**config.mk**
```make
export PLATFORM = sky130hd
export DESIGN_NAME = onehot_pulse_decoder_flat
export DESIGN_NICKNAME = d
export VERILOG_FILES = /design/src/rtl/onehot_pulse_decoder_if.sv /design/src/rtl/onehot_pulse_decoder.sv /design/src/flat_wrapper.sv
export SDC_FILE = /design/constraint.sdc
export NUM_CORES = 1
export LEC_CHECK = 0
export CORE_UTILIZATION = 25
export DETAILED_ROUTE_END_ITERATION = 6
export GPL_ROUTABILITY_DRIVEN = 0
export PLACE_DENSITY = 0.59
export SLEW_MARGIN = 10
export SYNTH_ARGS = -nofsm -noshare
export SYNTH_HDL_FRONTEND = slang
export SYNTH_SLANG_ARGS = --single-unit
```
**constraint.sdc**
```tcl
create_clock -name clk -period 2.46 [get_ports clk]
set_input_delay 0.369 -clock clk [delete_from_list [all_inputs] [get_ports clk]]
set_output_delay 0.369 -clock clk [all_outputs]
set_load 0.1 [all_outputs]
```
**src/rtl/onehot_pulse_decoder_if.sv**
```systemverilog
// Code/pulse bus for onehot_pulse_decoder: the code handshake, the pulse
// output and the status outputs.
interface onehot_pulse_decoder_if #(
   parameter int LEN_W = 4
);
   logic             e;
   logic [2:0]       in;
   logic             in_valid;
   logic             in_ready;
   logic [LEN_W-1:0] len;
   logic [7:0]       out;
   logic             out_valid;
   logic             busy;
   logic [7:0]       acc_cnt;

   modport master (
      output e, in, in_valid, len,
      input  in_ready, out, out_valid, busy, acc_cnt
   );

   modport slave (
      input  e, in, in_valid, len,
      output in_ready, out, out_valid, busy, acc_cnt
   );
endinterface

```
**src/rtl/onehot_pulse_decoder.sv**
```systemverilog
// Decodes an accepted 3-bit code to a one-hot pulse that is held on out for
// len cycles; a new code may be taken on the final cycle of a pulse.
module onehot_pulse_decoder #(
   parameter int LEN_W = 4
) (
   input  logic                   clk,
   input  logic                   rst,
   onehot_pulse_decoder_if.slave  bus
);
   typedef enum logic {IDLE, DRIVE} state_t;

   state_t           state, state_n;
   logic [LEN_W-1:0] cnt, cnt_n;
   logic [7:0]       out_q, out_n;
   logic             ov_q, ov_n;
   logic [7:0]       acc_q, acc_n;
   logic             ready;
   logic             accept;
   logic             last;

   assign last   = (state == DRIVE) && (cnt == LEN_W'(1));
   assign ready  = !rst && bus.e && ((state == IDLE) || last);
   assign accept = bus.in_valid && ready;

   assign bus.in_ready  = ready;
   assign bus.out       = out_q;
   assign bus.out_valid = ov_q;
   assign bus.busy      = (state == DRIVE);
   assign bus.acc_cnt   = acc_q;

   always_comb begin
      state_n = state;
      cnt_n   = cnt;
      out_n   = out_q;
      ov_n    = ov_q;
      acc_n   = acc_q;
      if (accept) begin
         state_n = DRIVE;
         cnt_n   = (bus.len == '0) ? LEN_W'(1) : bus.len;
         out_n   = 8'b1 << bus.in;
         ov_n    = 1'b1;
         acc_n   = acc_q + 8'd1;
      end else if (state == DRIVE) begin
         // Abort and natural end both fall back to an empty, idle output.
         if (!bus.e || last) begin
            state_n = IDLE;
            cnt_n   = '0;
            out_n   = 8'h00;
            ov_n    = 1'b0;
         end else begin
            cnt_n = cnt - LEN_W'(1);
         end
      end
   end

   always_ff @(posedge clk) begin
      if (rst) begin
         state <= IDLE;
         cnt   <= '0;
         out_q <= 8'h00;
         ov_q  <= 1'b0;
         acc_q <= 8'h00;
      end else begin
         state <= state_n;
         cnt   <= cnt_n;
         out_q <= out_n;
         ov_q  <= ov_n;
         acc_q <= acc_n;
      end
   end
endmodule

```
**src/flat_wrapper.sv**
```systemverilog
// flat-port wrapper written by rule: the top's interface ports become plain ports
module onehot_pulse_decoder_flat 
#(
   parameter int LEN_W = 4
)
  (clk, rst, bus_e, bus_in, bus_in_valid, bus_len, bus_in_ready, bus_out, bus_out_valid, bus_busy, bus_acc_cnt);
  onehot_pulse_decoder_if #(.LEN_W(LEN_W)) bus_i ();
  input  logic clk;
  input  logic rst;
  input wire logic [$bits(bus_i.e)-1:0] bus_e;
  input wire logic [$bits(bus_i.in)-1:0] bus_in;
  input wire logic [$bits(bus_i.in_valid)-1:0] bus_in_valid;
  input wire logic [$bits(bus_i.len)-1:0] bus_len;
  output wire logic [$bits(bus_i.in_ready)-1:0] bus_in_ready;
  output wire logic [$bits(bus_i.out)-1:0] bus_out;
  output wire logic [$bits(bus_i.out_valid)-1:0] bus_out_valid;
  output wire logic [$bits(bus_i.busy)-1:0] bus_busy;
  output wire logic [$bits(bus_i.acc_cnt)-1:0] bus_acc_cnt;
  assign bus_i.e = bus_e;
  assign bus_i.in = bus_in;
  assign bus_i.in_valid = bus_in_valid;
  assign bus_i.len = bus_len;
  assign bus_in_ready = bus_i.in_ready;
  assign bus_out = bus_i.out;
  assign bus_out_valid = bus_i.out_valid;
  assign bus_busy = bus_i.busy;
  assign bus_acc_cnt = bus_i.acc_cnt;
  onehot_pulse_decoder #(.LEN_W(LEN_W)) u_core (.clk(clk), .rst(rst), .bus(bus_i));
endmodule
```
* After elaboration in Yosys (flattened, before gate mapping)
Index checks and enable logic that the tools add are counted.
** Word-level totals
- Register bits after elaboration :: 22
- Input port bits :: 11
** Cells by class
- Shift operators :: 1
- Add/sub/neg operators :: 2
- Muxes and demuxes :: 13
- Equal/unequal tests :: 1
- Reduce and logical (&&, ||, !) cells :: 12
- Bitwise logic cells :: 1
** Operators with widths (count)
- 2-to-1 mux 8 bit :: 3
- 2-to-1 mux 4 bit :: 4
- adder 8 x 1 -> 8 bit, second input constant :: 1
- left shift 1 x 3 -> 8 bit, first input constant :: 1
- 2-to-1 mux 1 bit :: 6
- == test 4 x 1 -> 1 bit, second input constant :: 1
- logical AND 1 bit :: 4
- zero test 4 bit :: 1
- nonzero test 2 bit :: 2
- subtractor 4 x 1 -> 4 bit, second input constant :: 1
- zero test 1 bit :: 2
- logical OR 1 bit :: 2
- AND reduction 2 bit :: 1
- NOT 1 bit :: 1

* Logic depth before layout (Yosys ltp)
Gate-level depths: netlist (run 1).
- Word-level depth :: 7
- Gate-level depth with buffers :: 8

* Worst setup path after synthesis (run 1)
Ideal clock, no wire load.
- Path type :: register to output
- From :: register u_core.cnt[0]
- To :: output bus_in_ready
- Cell stages (with the launch flop) :: 6
- Arrival time :: 3.200 ns
- Setup slack :: -1.109 ns
- Buffers on the path :: 1
- Required time :: 2.091 ns
- Cells stage by stage :: dfxtp_1 ha_1 or3b_1 buf_6 and2_2 nor3_1
** On the way
- Cells in the longest elaborated chain, start to end :: 4
** RTL lines
- from (decl) :: RTL line onehot_pulse_decoder.sv:13 : logic [LEN_W-1:0] cnt, cnt_n;
- from (signal assigned) :: RTL line onehot_pulse_decoder.sv:65 : cnt <= cnt_n;
- == test 4 x 1 -> 1 bit :: RTL line onehot_pulse_decoder.sv:21 : assign last = (state == DRIVE) && (cnt == LEN_W'(1));
- logical AND 1 bit :: RTL line onehot_pulse_decoder.sv:21
- logical OR 1 bit :: RTL line onehot_pulse_decoder.sv:22 : assign ready = !rst && bus.e && ((state == IDLE) || last);
- logical AND 1 bit :: RTL line onehot_pulse_decoder.sv:22
- to (decl) :: RTL line flat_wrapper.sv:14 : output wire logic [$bits(bus_i.in_ready)-1:0] bus_in_ready;
No other way between the ends.

* Worst setup path after layout (run 1)
Same ends and word-level chain as after synthesis.

==> impl_results.html, run 1 <==
<table>
<tr><th>Metric</th><th>Value</th></tr>
<tr><th colspan="2">Setup path</th></tr>
<tr><td>Type of the worst setup path</td><td>register to primary output</td></tr>
<tr><td>Data required time at the worst endpoint</td><td>2.09 ns</td></tr>
<tr><td>Reg-to-reg startpoint</td><td>u_core.cnt[0]$_SDFFE_PP0P_</td></tr>
<tr><td>Startpoint type of the worst setup path</td><td>register</td></tr>
<tr><td>Data arrival time of the worst path</td><td>1.96 ns</td></tr>
<tr><td>Cells on worst reg2reg path</td><td>5</td></tr>
<tr><td>Endpoint of the lowest-slack register-to-register path</td><td>u_core.bus.acc_cnt[5]$_SDFFE_PP0P_</td></tr>
<tr><td>FF-to-FF setup slack</td><td>0.30 ns</td></tr>
<tr><td>Highest net fanout along the worst path</td><td>9</td></tr>
<tr><td>Critical Path Sink Type</td><td>primary output</td></tr>
<tr><th colspan="2">Synthesis</th></tr>
<tr><td>Mapped cell area</td><td>around 1000 µm²</td></tr>
<tr><td>Count of unique library cells instantiated by Yosys</td><td>38</td></tr>
<tr><td>Sequential fraction of the synthesis area</td><td>a little over two fifths</td></tr>
<tr><td>Post-synth EDFFs</td><td>0</td></tr>
<tr><td>Synthesized instance count</td><td>between 100 and 150</td></tr>
<tr><td>Syn. warnings</td><td>0</td></tr>
<tr><td>Dominant synthesized flop cell</td><td>dfxtp_1</td></tr>
<tr><td>Per-instance average area after synthesis</td><td>8.93 µm²</td></tr>
<tr><td>Number of nets in the synthesized netlist</td><td>approximately 130</td></tr>
<tr><td>Share of async-settable or async-resettable flops after synthesis</td><td>0%</td></tr>
<tr><td>Register bit count reported by yosys</td><td>22</td></tr>
<tr><th colspan="2">Clock tree</th></tr>
<tr><td>Clock tree buffer depth</td><td>2</td></tr>
<tr><td># clock sinks</td><td>22</td></tr>
<tr><td>Clock latency of the later-clocked register in the worst-skew pair</td><td>roughly 0.26 ns</td></tr>
<tr><td>Post-CTS resize count</td><td>0</td></tr>
<tr><td>Clock-pin slew of the registers on the worst-case setup and hold paths</td><td>roughly 0.08 ns</td></tr>
<tr><td>Clock tree from TritonCTS</td><td>built</td></tr>
<tr><td>H-tree level count</td><td>1</td></tr>
<tr><td>Root buf cell</td><td>clkbuf_8</td></tr>
<tr><td>Hold Buf Count CTS</td><td>0</td></tr>
<tr><td>Buffers inserted by post-CTS timing repair</td><td>0</td></tr>
<tr><td>Clock buffer count from CTS</td><td>3</td></tr>
<tr><th colspan="2">Routing</th></tr>
<tr><td>DRC errors left</td><td>0</td></tr>
<tr><td>Antenna-violating nets left</td><td>0</td></tr>
<tr><td>Routed via count</td><td>967</td></tr>
<tr><td>DRC violation total after the first TritonRoute iteration</td><td>44</td></tr>
<tr><td>Via density</td><td>about 5</td></tr>
<tr><td>Number of iterations in the first detailed-routing pass</td><td>4</td></tr>
<tr><td>Post-detailed-routing wire length</td><td>roughly 2.4 mm</td></tr>
<tr><td>Final routed wire length divided by cell count</td><td>~13 µm</td></tr>
<tr><th colspan="2">Layout</th></tr>
<tr><td>Post-layout net count</td><td>160</td></tr>
<tr><td>Area delta synth-&gt;final</td><td>35.9%</td></tr>
<tr><td>Most common library cell in the layout ignoring fill and taps</td><td>dfxtp_1</td></tr>
<tr><td>Ant diodes</td><td>0</td></tr>
<tr><td>Final Instance Area</td><td>1400 µm²</td></tr>
<tr><td>Fraction of final layout cells sized beyond drive strength 1</td><td>between 20% and 30%</td></tr>
<tr><td>Top library cells by usage in the layout, fill and taps aside</td><td>dfxtp_1 (22), buf_4 (20), inv_1 (10), nor2_1 (10), clkdlybuf4s50_1 (10)</td></tr>
<tr><td>Fill cell instance count of the final layout</td><td>roughly 400</td></tr>
<tr><th colspan="2">Min path</th></tr>
<tr><td>Hold Startpoint</td><td>u_core.bus.acc_cnt[7]$_SDFFE_PP0P_</td></tr>
<tr><td>Class of the most critical hold timing path</td><td>register to register</td></tr>
<tr><td>Worst hold stages</td><td>1</td></tr>
<tr><td>Worst Hold Path EP</td><td>u_core.bus.acc_cnt[7]$_SDFFE_PP0P_</td></tr>
<tr><th colspan="2">STA</th></tr>
<tr><td>Largest clock skew in the final design</td><td>between 0.006 and 0.007 ns</td></tr>
<tr><td>Final Critical Period</td><td>approximately 2.3 ns</td></tr>
<tr><td>Setup tns final</td><td>0 ns</td></tr>
<tr><td>Upper clock frequency limit</td><td>roughly 430 MHz</td></tr>
<tr><td>Slew Viols, Final</td><td>0</td></tr>
<tr><td>Number of hold violations in the final report</td><td>0</td></tr>
<tr><td>Final setup viols</td><td>0</td></tr>
<tr><td>Measured slew at the worst slew-check pin</td><td>approximately 0.55 ns</td></tr>
<tr><td>Worst-case headroom to the max-slew limit</td><td>62.1%</td></tr>
<tr><td>Tcrit/Tclk final</td><td>a little over nine tenths</td></tr>
<tr><td>RSZ-0062 raised after global routing</td><td>false</td></tr>
<tr><th colspan="2">Die</th></tr>
<tr><td>Effective utilization at floorplan</td><td>~27%</td></tr>
<tr><td>Full die area</td><td>between 4000 and 5000 µm²</td></tr>
<tr><td>Die width</td><td>around 66 µm</td></tr>
<tr><td>Number of top-level pins</td><td>30</td></tr>
<tr><td>Die Span Y</td><td>about 66 µm</td></tr>
<tr><td>Rows</td><td>22</td></tr>
<tr><td>Core Box Area</td><td>roughly 3800 µm²</td></tr>
<tr><th colspan="2">Power and ir drop</th></tr>
<tr><td>Lkg Pwr</td><td>between 0.5 and 0.6 nW</td></tr>
<tr><td>Power Density</td><td>around 550 nW/µm²</td></tr>
<tr><td>Post-route total power</td><td>approximately 0.76 mW</td></tr>
<tr><td>Worst-case vdd ir drop</td><td>0.000216 V</td></tr>
<tr><th colspan="2">Global route</th></tr>
<tr><td>Grt ovf</td><td>0</td></tr>
<tr><td>Antenna violations before repair</td><td>0</td></tr>
<tr><td>First-pass GRT wire length</td><td>~4.1 mm</td></tr>
<tr><td>Tot GR Track Use</td><td>approximately an eighth</td></tr>
<tr><td>Vias in the first global route</td><td>between 800 and 900</td></tr>
<tr><td>Maximum number of pins on one net before global-route repair</td><td>18</td></tr>
<tr><th colspan="2">Placement</th></tr>
<tr><td>Post-DP Area</td><td>1340 µm²</td></tr>
<tr><td>Port Buffer Count</td><td>29</td></tr>
<tr><td>Post-DP HPWL</td><td>roughly 1.8 mm</td></tr>
<tr><th colspan="2">Run status</th></tr>
<tr><td>Result of the run</td><td>complete, no violations</td></tr>
<tr><th colspan="2">Job</th></tr>
<tr><td>Number of max-cap violations</td><td>0</td></tr>
</table>
cells by family after synthesis:
group / count (synthesis) / share of synthesized area, %
buffers and inverters: 15 / 6.33
AO/OA/AOI/OAI: 33 / 24.2
flip-flops: 22 / 42.9
AND/OR/NAND/NOR: 37 / 18.6
adder cells (fa/ha/maj): 3 / 3.65
XOR/XNOR: 5 / 4.26
through the flow:
| step | util, % | setup WS [ns] | hold slack (ns) | cells |
|---|---|---|---|---|
| final | 36.8 | 0.131 | 0.482 | 193 |
| after global placement | 35.3 | 0.313 | 0.463 | 189 |
| after detailed placement | 35.3 | 0.269 | 0.470 | 189 |
| after CTS | 36.8 | 0.132 | 0.484 | 193 |
| after global routing | 36.8 | 0.0402 | 0.510 | 193 |
| after floorplan | - | 0.165 | 0.458 | 115 |
worst max-delay path: stages (launching register included):
cell     delay, ns
dfxtp_1       0.40
ha_1          0.17
or3b_1        0.50
and2_2        0.28
nor3_4        0.15
buf_12        0.20
sequential cells by signal, summed over array words and instances (netlist names):
register,count
u_core.cnt,4
u_core.bus.busy,1
u_core.bus.out_valid,1
u_core.bus.out,8
u_core.bus.acc_cnt,8
layout make-up:
class | instances | area, µm² | share of cell area, %
multi-input combinational | 78 | 533 | 38.2
sequential | 22 | 440 | 31.5
clock buffer | 4 | 55.1 | 3.94
tap | 48 | 60.1 | 4.30
timing repair buffer | 31 | 270 | 19.4
inverter | 10 | 37.5 | 2.69
Yosys cell counts, drive strengths merged (2+ instances only):
cell     count  share of area [%]
o31ai        2                1.5
ha           3                3.7
a32o         4                3.9
a32oi        2                1.7
buf          2                1.6
nor2        10                3.7
a2111oi      2                1.7
and2         2                1.3
dfxtp       22                 43
a21oi        6                2.9
inv         10                3.7
nor3         6                2.9
a22o         4                3.4
o21ai        3                1.5
a211oi       3                2.2
clkbuf       3                1.1
nor2b        2                1.2
nand2        7                2.6
nand3        2               0.97
xnor2        4                3.4
how the worst max path moves through the flow:
stage | startpoint | to | slack, ns
2_1_floorplan | u_core.cnt[0]$_SDFFE_PP0P_ | bus_in_ready | 0.17
3_3_place_gp | bus_e | u_core.bus.acc_cnt[5]$_SDFFE_PP0P_ | 0.31
3_5_place_dp | bus_e | u_core.bus.acc_cnt[5]$_SDFFE_PP0P_ | 0.27
4_1_cts | u_core.cnt[0]$_SDFFE_PP0P_ | bus_in_ready | 0.13
5_1_grt | u_core.cnt[0]$_SDFFE_PP0P_ | bus_in_ready | 0.04
6_report | u_core.cnt[0]$_SDFFE_PP0P_ | bus_in_ready | 0.13
power breakdown:
group | switching (mW) | internal [mW]
logic | 0.0832 | 0.0462
registers | 0.00972 | 0.365
clock network | 0.116 | 0.142
total | 0.209 | 0.553
metal layers:
| metal | vias to the layer above | global-route usage [%] | part of all wire [%] |
|---|---|---|---|
| met5 | - | 0 | 0 |
| met4 | 0 | 2.39 | 0 |
| met3 | 0 | 3.62 | 7.0 |
| met2 | 30 | 18.5 | 46 |
| met1 | 455 | 16.2 | 47 |
| li1 | 482 | - | - |
No activity file was read; power rests on OpenSTA's default activity.
==> run 2, diff against run 1 <==
--- a/config.mk
+++ b/config.mk
@@ -5,6 +5,7 @@
 export SDC_FILE = /design/constraint.sdc
 export NUM_CORES = 1
 export LEC_CHECK = 0
+export CORE_MARGIN = 2
 export CORE_UTILIZATION = 25
 export DETAILED_ROUTE_END_ITERATION = 6
 export GPL_ROUTABILITY_DRIVEN = 0
==> impl_results.html, run 2 (same netlist as run 1, synthesis figures left out) <==
<table>
<tr><th>Metric</th><th>Value</th></tr>
<tr><th colspan="2">Routing</th></tr>
<tr><td>Wire length on met1</td><td>1.13 mm</td></tr>
<tr><td>DRC errors left</td><td>0</td></tr>
<tr><td>Wire length on met3</td><td>173 µm</td></tr>
<tr><td>Antenna-violating nets left</td><td>0</td></tr>
<tr><td>Final routed wire length divided by cell count</td><td>~13 µm</td></tr>
<tr><td>Met2 wirelength from detailed routing</td><td>~1.1 mm</td></tr>
<tr><td>DRC violation total after the first TritonRoute iteration</td><td>10</td></tr>
<tr><td>Top routing layer in use</td><td>met4</td></tr>
<tr><td>Post-detailed-routing wire length</td><td>2.45 mm</td></tr>
<tr><td>Number of iterations in the first detailed-routing pass</td><td>4</td></tr>
<tr><td>Via density</td><td>~4.9</td></tr>
<tr><td>Routed via count</td><td>between 900 and 1000</td></tr>
<tr><th colspan="2">Global route</th></tr>
<tr><td>Vias in the first global route</td><td>between 900 and 1000</td></tr>
<tr><td>Antenna violations before repair</td><td>0</td></tr>
<tr><td>Tot GR Track Use</td><td>between 10 and 15%</td></tr>
<tr><td>First-pass GRT wire length</td><td>a little over 4 mm</td></tr>
<tr><td>Maximum number of pins on one net before global-route repair</td><td>18</td></tr>
<tr><td>Grt ovf</td><td>0</td></tr>
<tr><th colspan="2">Placement</th></tr>
<tr><td>Post-DP HPWL</td><td>between 1.5 and 2 mm</td></tr>
<tr><td>Port Buffer Count</td><td>29</td></tr>
<tr><th colspan="2">Die</th></tr>
<tr><td>Die width</td><td>roughly 68 µm</td></tr>
<tr><td>Die Span Y</td><td>between 60 and 70 µm</td></tr>
<tr><td>Effective utilization at floorplan</td><td>25.9%</td></tr>
<tr><td>Core Box Area</td><td>around 4000 µm²</td></tr>
<tr><td>Rows</td><td>23</td></tr>
<tr><td>Number of top-level pins</td><td>30</td></tr>
<tr><td>Full die area</td><td>around 4600 µm²</td></tr>
<tr><th colspan="2">Min path</th></tr>
<tr><td>Class of the most critical hold timing path</td><td>register to register</td></tr>
<tr><th colspan="2">Clock tree</th></tr>
<tr><td>Clock tree buffer depth</td><td>2</td></tr>
<tr><td>H-tree level count</td><td>1</td></tr>
<tr><td>Clock latency of the later-clocked register in the worst-skew pair</td><td>about 0.26 ns</td></tr>
<tr><td>Clock-pin slew of the registers on the worst-case setup and hold paths</td><td>0.08 ns</td></tr>
<tr><td>Buffers inserted by post-CTS timing repair</td><td>0</td></tr>
<tr><td>Clock tree from TritonCTS</td><td>built</td></tr>
<tr><td>Hold Buf Count CTS</td><td>0</td></tr>
<tr><td>Root buf cell</td><td>clkbuf_8</td></tr>
<tr><td>Clock buffer count from CTS</td><td>3</td></tr>
<tr><td>Post-CTS resize count</td><td>0</td></tr>
<tr><td># clock sinks</td><td>22</td></tr>
<tr><th colspan="2">Setup path</th></tr>
<tr><td>Depth of the critical timing path with buffers and inverters included</td><td>5</td></tr>
<tr><td>Cells on worst reg2reg path</td><td>5</td></tr>
<tr><td>Data required time at the worst endpoint</td><td>approximately 2.1 ns</td></tr>
<tr><td>Highest net fanout along the worst path</td><td>9</td></tr>
<tr><td>Crit path buf inv count</td><td>1</td></tr>
<tr><td>FF-to-FF setup slack</td><td>approximately 0.31 ns</td></tr>
<tr><td>Endpoint of the lowest-slack register-to-register path</td><td>u_core.bus.acc_cnt[5]$_SDFFE_PP0P_</td></tr>
<tr><td>Reg-to-reg startpoint</td><td>u_core.cnt[0]$_SDFFE_PP0P_</td></tr>
<tr><td>Data arrival time of the worst path</td><td>~2.0 ns</td></tr>
<tr><td>Critical Path Sink Type</td><td>primary output</td></tr>
<tr><td>Ordered list of cells on the worst path</td><td>ha_1, or3b_1, and2_2, nor3_4, buf_12</td></tr>
<tr><td>Capturing element of the worst setup path</td><td>bus_in_ready</td></tr>
<tr><td>Cell family with most CP delay</td><td>simple AND/OR/NAND/NOR gates</td></tr>
<tr><td>Critical Path Source</td><td>u_core.cnt[0]$_SDFFE_PP0P_</td></tr>
<tr><td>Type of the worst setup path</td><td>register to primary output</td></tr>
<tr><td>Slowest Stage Delay on Critical Path</td><td>~0.48 ns</td></tr>
<tr><td>Startpoint type of the worst setup path</td><td>register</td></tr>
<tr><td>Library cell contributing the largest single delay on the critical path</td><td>or3b_1</td></tr>
<tr><th colspan="2">STA</th></tr>
<tr><td>Setup tns final</td><td>0 ns</td></tr>
<tr><td>Number of hold violations in the final report</td><td>0</td></tr>
<tr><td>Measured slew at the worst slew-check pin</td><td>around 0.52 ns</td></tr>
<tr><td>Upper clock frequency limit</td><td>430 MHz</td></tr>
<tr><td>Slew Viols, Final</td><td>0</td></tr>
<tr><td>Worst-case headroom to the max-slew limit</td><td>between 60 and 70%</td></tr>
<tr><td>Largest clock skew in the final design</td><td>around 0.0011 ns</td></tr>
<tr><td>Final setup viols</td><td>0</td></tr>
<tr><td>Tcrit/Tclk final</td><td>approximately 95%</td></tr>
<tr><td>RSZ-0062 raised after global routing</td><td>false</td></tr>
<tr><td>Final Critical Period</td><td>roughly 2.3 ns</td></tr>
<tr><th colspan="2">Layout</th></tr>
<tr><td>Area delta synth-&gt;final</td><td>36.2%</td></tr>
<tr><td>Fraction of final layout cells sized beyond drive strength 1</td><td>about a fifth</td></tr>
<tr><td>Most common library cell in the layout ignoring fill and taps</td><td>dfxtp_1</td></tr>
<tr><td>Top library cells by usage in the layout, fill and taps aside</td><td>dfxtp_1 (22), buf_4 (20), inv_1 (10), nor2_1 (10), clkdlybuf4s50_1 (10)</td></tr>
<tr><td>Fill cell instance count of the final layout</td><td>432</td></tr>
<tr><td>Ant diodes</td><td>0</td></tr>
<tr><td>Post-layout net count</td><td>between 150 and 200</td></tr>
<tr><th colspan="2">Power and ir drop</th></tr>
<tr><td>Worst-case vdd ir drop</td><td>roughly 0.00026 V</td></tr>
<tr><td>Power Density</td><td>around 550 nW/µm²</td></tr>
<tr><td>Post-route total power</td><td>roughly 0.76 mW</td></tr>
<tr><td>Lkg Pwr</td><td>around 0.53 nW</td></tr>
<tr><th colspan="2">Job</th></tr>
<tr><td>Number of max-cap violations</td><td>0</td></tr>
<tr><th colspan="2">Run status</th></tr>
<tr><td>Result of the run</td><td>complete, no violations</td></tr>
</table>
-- run 2: cell counts in the layout (fill, tap and decap cells not counted) --
Identical to the previous run, type by type.
-- run 2: metal layers --
| metal | vias up | GRT usage, % |
|---|---|---|
| met5 | - | 0 |
| met3 | 5 | 3.29 |
| li1 | 480 | - |
| met1 | 439 | 13.4 |
| met4 | 0 | 6.25 |
| met2 | 24 | 19.1 |
-- run 2: final cells by class --
class                   instances  area, µm²  share of cell area (%)
flip-flops and latches         22        440                    31.5
multi-input cells              78        533                    38.1
well taps                      50       62.6                    4.47
inverters                      10       37.5                    2.68
clock buffers                   4       55.1                    3.94
repair buffers                 31        270                    19.3
-- run 2: how the worst min path moves through the flow --
| stage | start | end | cells past startpoint |
|---|---|---|---|
| floorplan | u_core.cnt[2]$_SDFFE_PP0P_ | u_core.cnt[2]$_SDFFE_PP0P_ | 2 |
| global placement | u_core.bus.out[6]$_SDFFE_PP0P_ | u_core.bus.out[6]$_SDFFE_PP0P_ | 1 |
| detailed placement | u_core.bus.out[2]$_SDFFE_PP0P_ | u_core.bus.out[2]$_SDFFE_PP0P_ | 1 |
| CTS | u_core.bus.out[2]$_SDFFE_PP0P_ | u_core.bus.out[2]$_SDFFE_PP0P_ | 1 |
| global route | u_core.bus.out[2]$_SDFFE_PP0P_ | u_core.bus.out[2]$_SDFFE_PP0P_ | 1 |
| finish | u_core.bus.out[2]$_SDFFE_PP0P_ | u_core.bus.out[2]$_SDFFE_PP0P_ | 1 |
-- run 2: metrics by stage --
step / hold WS (ns) / area, µm² / setup slack [ns] / std cells / util (%)
floorplan: 0.458 / 1040 / 0.165 / 115 / -
global placement: 0.465 / 1340 / 0.311 / 191 / 33.8
detailed placement: 0.465 / 1340 / 0.282 / 191 / 33.8
CTS: 0.488 / 1400 / 0.135 / 195 / 35.2
global route: 0.506 / 1400 / 0.0276 / 195 / 35.2
finish: 0.485 / 1400 / 0.134 / 195 / 35.2
-- run 2: report_power, final --
group          total [mW]  internal, mW  switching [mW]
logic               0.128        0.0461          0.0815
clock network       0.262         0.143           0.119
registers           0.374         0.364         0.00985
